[src/rtl/alu_if.sv]
// Operand/opcode request and registered result/flags response bundle for the alu.
interface alu_if #(
    parameter int unsigned WIDTH = 32
);
    logic             in_valid;
    logic [2:0]       operation;
    logic [WIDTH-1:0] data_a;
    logic [WIDTH-1:0] data_b;
    logic [WIDTH-1:0] result;
    logic             out_valid;
    logic             zero;
    logic             carry;
    logic             overflow;

    modport master (
        output in_valid, operation, data_a, data_b,
        input  result, out_valid, zero, carry, overflow
    );

    modport slave (
        input  in_valid, operation, data_a, data_b,
        output result, out_valid, zero, carry, overflow
    );
endinterface

[src/rtl/alu.sv]
// Single-cycle-registered arithmetic/logic unit: combinational compute
// feeding one output register stage for the result and status flags.
module alu #(
    parameter int unsigned WIDTH = 32
) (
    input  logic  clk,
    input  logic  rst,
    alu_if.slave  bus
);
    localparam int unsigned SHW = $clog2(WIDTH);

    typedef enum logic [2:0] {
        OP_ADD = 3'd0,
        OP_MUL = 3'd1,
        OP_SUB = 3'd2,
        OP_AND = 3'd3,
        OP_OR  = 3'd4,
        OP_SLL = 3'd5,
        OP_SRL = 3'd6,
        OP_XOR = 3'd7
    } op_e;

    logic [WIDTH-1:0]   a_c;
    logic [WIDTH-1:0]   b_c;
    logic [SHW-1:0]     shamt_c;
    logic [WIDTH:0]     sum_c;
    logic [WIDTH:0]     diff_c;
    logic [2*WIDTH-1:0] prod_c;

    logic [WIDTH-1:0] result_d, result_q;
    logic             carry_d,  carry_q;
    logic             ovf_d,    ovf_q;
    logic             zero_d,   zero_q;
    logic             valid_q;

    assign a_c     = bus.data_a;
    assign b_c     = bus.data_b;
    assign shamt_c = b_c[SHW-1:0];
    // Extra top bit of sum/diff is the carry-out / borrow respectively.
    assign sum_c   = {1'b0, a_c} + {1'b0, b_c};
    assign diff_c  = {1'b0, a_c} - {1'b0, b_c};
    assign prod_c  = (2*WIDTH)'(a_c) * (2*WIDTH)'(b_c);

    always_comb begin
        result_d = '0;
        carry_d  = 1'b0;
        ovf_d    = 1'b0;
        case (op_e'(bus.operation))
            OP_ADD: begin
                result_d = sum_c[WIDTH-1:0];
                carry_d  = sum_c[WIDTH];
                ovf_d    = (a_c[WIDTH-1] == b_c[WIDTH-1]) &&
                           (sum_c[WIDTH-1] != a_c[WIDTH-1]);
            end
            OP_MUL: begin
                result_d = prod_c[WIDTH-1:0];
                ovf_d    = |prod_c[2*WIDTH-1:WIDTH];
            end
            OP_SUB: begin
                result_d = diff_c[WIDTH-1:0];
                carry_d  = diff_c[WIDTH];
                ovf_d    = (a_c[WIDTH-1] != b_c[WIDTH-1]) &&
                           (diff_c[WIDTH-1] != a_c[WIDTH-1]);
            end
            OP_AND:  result_d = a_c & b_c;
            OP_OR:   result_d = a_c | b_c;
            OP_SLL:  result_d = a_c << shamt_c;
            OP_SRL:  result_d = a_c >> shamt_c;
            OP_XOR:  result_d = a_c ^ b_c;
            default: result_d = '0;
        endcase
        zero_d = (result_d == '0);
    end

    // Result and flags only load on a valid cycle; otherwise they hold.
    always_ff @(posedge clk or posedge rst) begin
        if (rst) begin
            result_q <= '0;
            carry_q  <= 1'b0;
            ovf_q    <= 1'b0;
            zero_q   <= 1'b0;
            valid_q  <= 1'b0;
        end else begin
            valid_q <= bus.in_valid;
            if (bus.in_valid) begin
                result_q <= result_d;
                carry_q  <= carry_d;
                ovf_q    <= ovf_d;
                zero_q   <= zero_d;
            end
        end
    end

    assign bus.result    = result_q;
    assign bus.out_valid = valid_q;
    assign bus.zero      = zero_q;
    assign bus.carry     = carry_q;
    assign bus.overflow  = ovf_q;
endmodule

[src/flat_wrapper.sv]
// flat-port wrapper written by rule: the top's interface ports become plain ports
module alu_flat 
#(
    parameter int unsigned WIDTH = 32
)
  (clk, rst, bus_in_valid, bus_operation, bus_data_a, bus_data_b, bus_result, bus_out_valid, bus_zero, bus_carry, bus_overflow);
  alu_if #(.WIDTH(WIDTH)) bus_i ();
  input  logic clk;
  input  logic rst;
  input wire logic [$bits(bus_i.in_valid)-1:0] bus_in_valid;
  input wire logic [$bits(bus_i.operation)-1:0] bus_operation;
  input wire logic [$bits(bus_i.data_a)-1:0] bus_data_a;
  input wire logic [$bits(bus_i.data_b)-1:0] bus_data_b;
  output wire logic [$bits(bus_i.result)-1:0] bus_result;
  output wire logic [$bits(bus_i.out_valid)-1:0] bus_out_valid;
  output wire logic [$bits(bus_i.zero)-1:0] bus_zero;
  output wire logic [$bits(bus_i.carry)-1:0] bus_carry;
  output wire logic [$bits(bus_i.overflow)-1:0] bus_overflow;
  assign bus_i.in_valid = bus_in_valid;
  assign bus_i.operation = bus_operation;
  assign bus_i.data_a = bus_data_a;
  assign bus_i.data_b = bus_data_b;
  assign bus_result = bus_i.result;
  assign bus_out_valid = bus_i.out_valid;
  assign bus_zero = bus_i.zero;
  assign bus_carry = bus_i.carry;
  assign bus_overflow = bus_i.overflow;
  alu #(.WIDTH(WIDTH)) u_core (.clk(clk), .rst(rst), .bus(bus_i));
endmodule
[config.mk]
export PLATFORM = sky130hd
export DESIGN_NAME = alu_flat
export DESIGN_NICKNAME = d
export VERILOG_FILES = /design/src/rtl/alu_if.sv /design/src/rtl/alu.sv /design/src/flat_wrapper.sv
export SDC_FILE = /design/constraint.sdc
export NUM_CORES = 2
export LEC_CHECK = 0
export CAP_MARGIN = 15
export CORE_UTILIZATION = 40
export DETAILED_ROUTE_END_ITERATION = 12
export GPL_TIMING_DRIVEN = 0
export PLACE_DENSITY_LB_ADDON = 0.2
export SYNTH_ARGS = -nofsm -noshare
export SYNTH_HDL_FRONTEND = slang
export SYNTH_SLANG_ARGS = --single-unit
[constraint.sdc]
create_clock -name clk -period 1.6 [get_ports clk]
set_clock_uncertainty 0.2 [all_clocks]
set_input_delay 0.48 -clock clk [delete_from_list [all_inputs] [get_ports clk]]
set_output_delay 0.48 -clock clk [all_outputs]
set_load 0.1 [all_outputs]
==> flow_metrics.tcl <==
set metrics [dict create \
    status "finished with violations" \
    violations "setup timing" \
    ys_warn_count 0 \
    synth_common_cells "fa_1 (898), inv_1 (780), nor2_1 (747)" \
    syn_inst 5022 \
    async_reset_ff_share_pct 100 \
    clkSinkCount 36 \
    numCtsBuffers 5 \
    routed_wl_um 223000 \
    fp.dieH_um 327 \
    synthFlopType "dfrtp_1" \
    min_from "u_core.bus.result[19]" \
    critPathRequiredTime_ns 1.57 \
    crit_path_max_fanout 8 \
    utilization_pct 50.9 \
    synthTopCellsByArea "fa_1 (43%), ha_1 (11%), inv_1 (6.9%)" \
    syn_to_final_growth_pct 25.7 \
    path_class "input pin to register" \
    cts-root-buf "clkbuf_16" \
    netlist.area_leader.share_pct 42.6 \
    yosysMostFrequentCell "fa_1" \
    multi_input_area_sq_mm 0.0401 \
    dr_total_vias 41600 \
    core_sq_mm 0.104 \
    port-buffer-count 105 \
    netlist-cell-type-count 94 \
    max_cap_violations 0 \
    die_area_sq_mm 0.107 \
    drt_pass1_iterations 6 \
    place_congestion 1.07 \
    ys_seq_area_share_pct 2.13 \
    cts_tree "built" \
    grt_pass1_wl_um 314000 \
    grt-ovfl-total 0 \
    final_max_slew_viol_count 0 \
    worst_skew_pair.late_latency_ns 0.29 \
    hold_end "u_core.bus.result[19]" \
    hp-class "register to register" \
    fp-row-count 118 \
    grt_use_total_pct 41.6 \
    die_w_um 327 \
    hold_viol_final 0 \
    ys_ff_latch 36 \
    grt_antenna_before_repair 9 \
    post-dp-hpwl_um 183000 \
    clk_path_buf_depth 2 \
    grt_pass1_vias 42700 \
    io_pins 106 \
    arrival_ns 8.69 \
    drt-initial-drc-count 5038 \
    rr_startpoint "u_core.bus.result[27]" \
    synth_top_cell_by_area "fa_1" \
    path_clk_slew_ns 0.05 \
    ctsHtreeMaxLevel 2 \
    viasPerCell 6.16 \
    layout_min_cycle_time_ns 8.72 \
    final-seq-area_sq_um 901 \
    syn_nets 6350 \
    routedWlPerCell_um 33.0 \
    synth_area_sq_mm 0.0422 \
    setup_violations 35 \
    worst_pin_slew_ns 1.31 \
    critPathLaunchType "input pin" \
    r2r_end "u_core.bus.result[27]" \
    cp-end-kind "register" \
    slew_headroom_pct 12.5 \
    clock.fmax_mhz 115 \
    rsz0062_at_grt "yes" \
    final_layout_size_suffix_gt1_share_pct 22.8 \
    final_antenna_net_count 0 \
    rr_worst_depth 1 \
    grt_max_degree 37 \
    hold_depth 1 \
    syn_avg_cell_area_sq_um 8.40 \
    nets 6690 \
    synth_edf_count 0 \
    start_util_pct 40.5 \
    fin_crit_sh_pct 545 \
    fillers 10000 \
    hold_buffers 0 \
    timing.final.ws_setup_ns -7.12 \
    drcViolationCount 0 \
    worst-r2r-setup-slack_ns 0.58 \
]
## routing by layer
metal | vias to the layer above | GRT usage [%] | routed length (um)
met5 | - | 0 | 96
met4 | 12 | 24.3 | 16900
met3 | 709 | 11.8 | 26100
met2 | 2758 | 62.5 | 95800
met1 | 21300 | 53.5 | 83800
li1 | 16800 | - | -
## registers in the layout, summed over array words and instances, names as in the netlist
signal,cells
u_core.bus.out_valid,1
u_core.bus.overflow,1
u_core.bus.result,32
u_core.bus.carry,1
u_core.bus.zero,1
## layout by cell type, fill, tap and decap left out, types with 50 or more instances in the layout
master and instances:
clkbuf_8 50, nand2_1 579, mux4_2 55, nand3_1 50
ha_4 60, clkbuf_1 61, buf_4 223, a21oi_1 138
inv_1 729, ha_1 282, nor2_1 683, o21ai_0 83
fa_1 865, mux2i_1 57, buf_6 100, nand4_1 51
## critical path, cell delays in order
cell and delay (ns):
clkdlybuf4s15_2 0.30, clkbuf_8 0.23, inv_2 0.11, buf_4 0.16, buf_12 0.17, nor2_1 0.08, fa_2 0.65, inv_1 0.08
fa_1 0.57, fa_1 0.46, fa_1 0.47, fa_1 0.54, fa_1 0.43, fa_1 0.61, fa_1 0.48, inv_1 0.13
ha_4 0.24, a21oi_2 0.26, o21ai_1 0.16, a21o_1 0.25, nor3_4 0.16, nand3_4 0.14, nand4_1 0.14, a21oi_1 0.08
or4b_1 0.48, a2111o_1 0.42, nor4_2 0.31, nor2_1 0.07
## cells by family after synthesis
| group | share of synthesized area [%] |
|---|---|
| and+or+nand+nor | 16.7 |
| adders and majority gates | 53.3 |
| buffers and inverters | 10.4 |
| AOI/OAI and AO/OA | 11.3 |
| muxes | 5.06 |
| xor gates and xnor gates | 1.14 |
| DFF | 2.13 |
## through the flow
| step | instances | area [sq um] | setup slack, ns | TNS [ns] | hold slack (ns) |
|---|---|---|---|---|---|
| 5_1_grt | 6743 | 53000 | -7.23 | -184.64 | 0.342 |
| 3_5_place_dp | 6521 | 46400 | -10.41 | -289.58 | 0.293 |
| 2_1_floorplan | 5022 | 43500 | -6.46 | -160.34 | 0.311 |
| 4_1_cts | 6673 | 51200 | -7.11 | -198.51 | 0.307 |
| 3_3_place_gp | 6507 | 46200 | -10.51 | -313.16 | 0.291 |
| 6_report | 6747 | 53000 | -7.12 | -181.75 | 0.331 |
## final cells by class
type | instances | share of cell area [%]
multi-input cells | 3831 | 75.6
plain buffers | 321 | 6.52
repair buffers | 354 | 6.43
inverters | 813 | 6.25
well taps | 1380 | 3.26
flip-flops and latches | 36 | 1.70
clock buffers | 8 | 0.276
diodes | 4 | 0.0189
## worst max path at each step
stage / to / from / cells after the start
after global routing: u_core.bus.zero / bus_data_b[2] / 34
after detailed placement: u_core.bus.overflow / bus_data_a[27] / 27
after global placement: u_core.bus.overflow / bus_data_a[5] / 27
after floorplan: u_core.bus.overflow / bus_data_b[2] / 30
final: u_core.bus.overflow / bus_data_b[18] / 28
after CTS: u_core.bus.zero / bus_data_a[14] / 26
## repair_timing
item,in CTS,in global routing
cloned,0,1
pin swaps,164,121
endpoints found under the setup margin,71,63
buffers inserted,165,70
gates resized for setup,1290,507
Power is left out: the tool's default activity adds up to more than one toggle a clock period on the data nets, which glitch-free logic cannot reach.
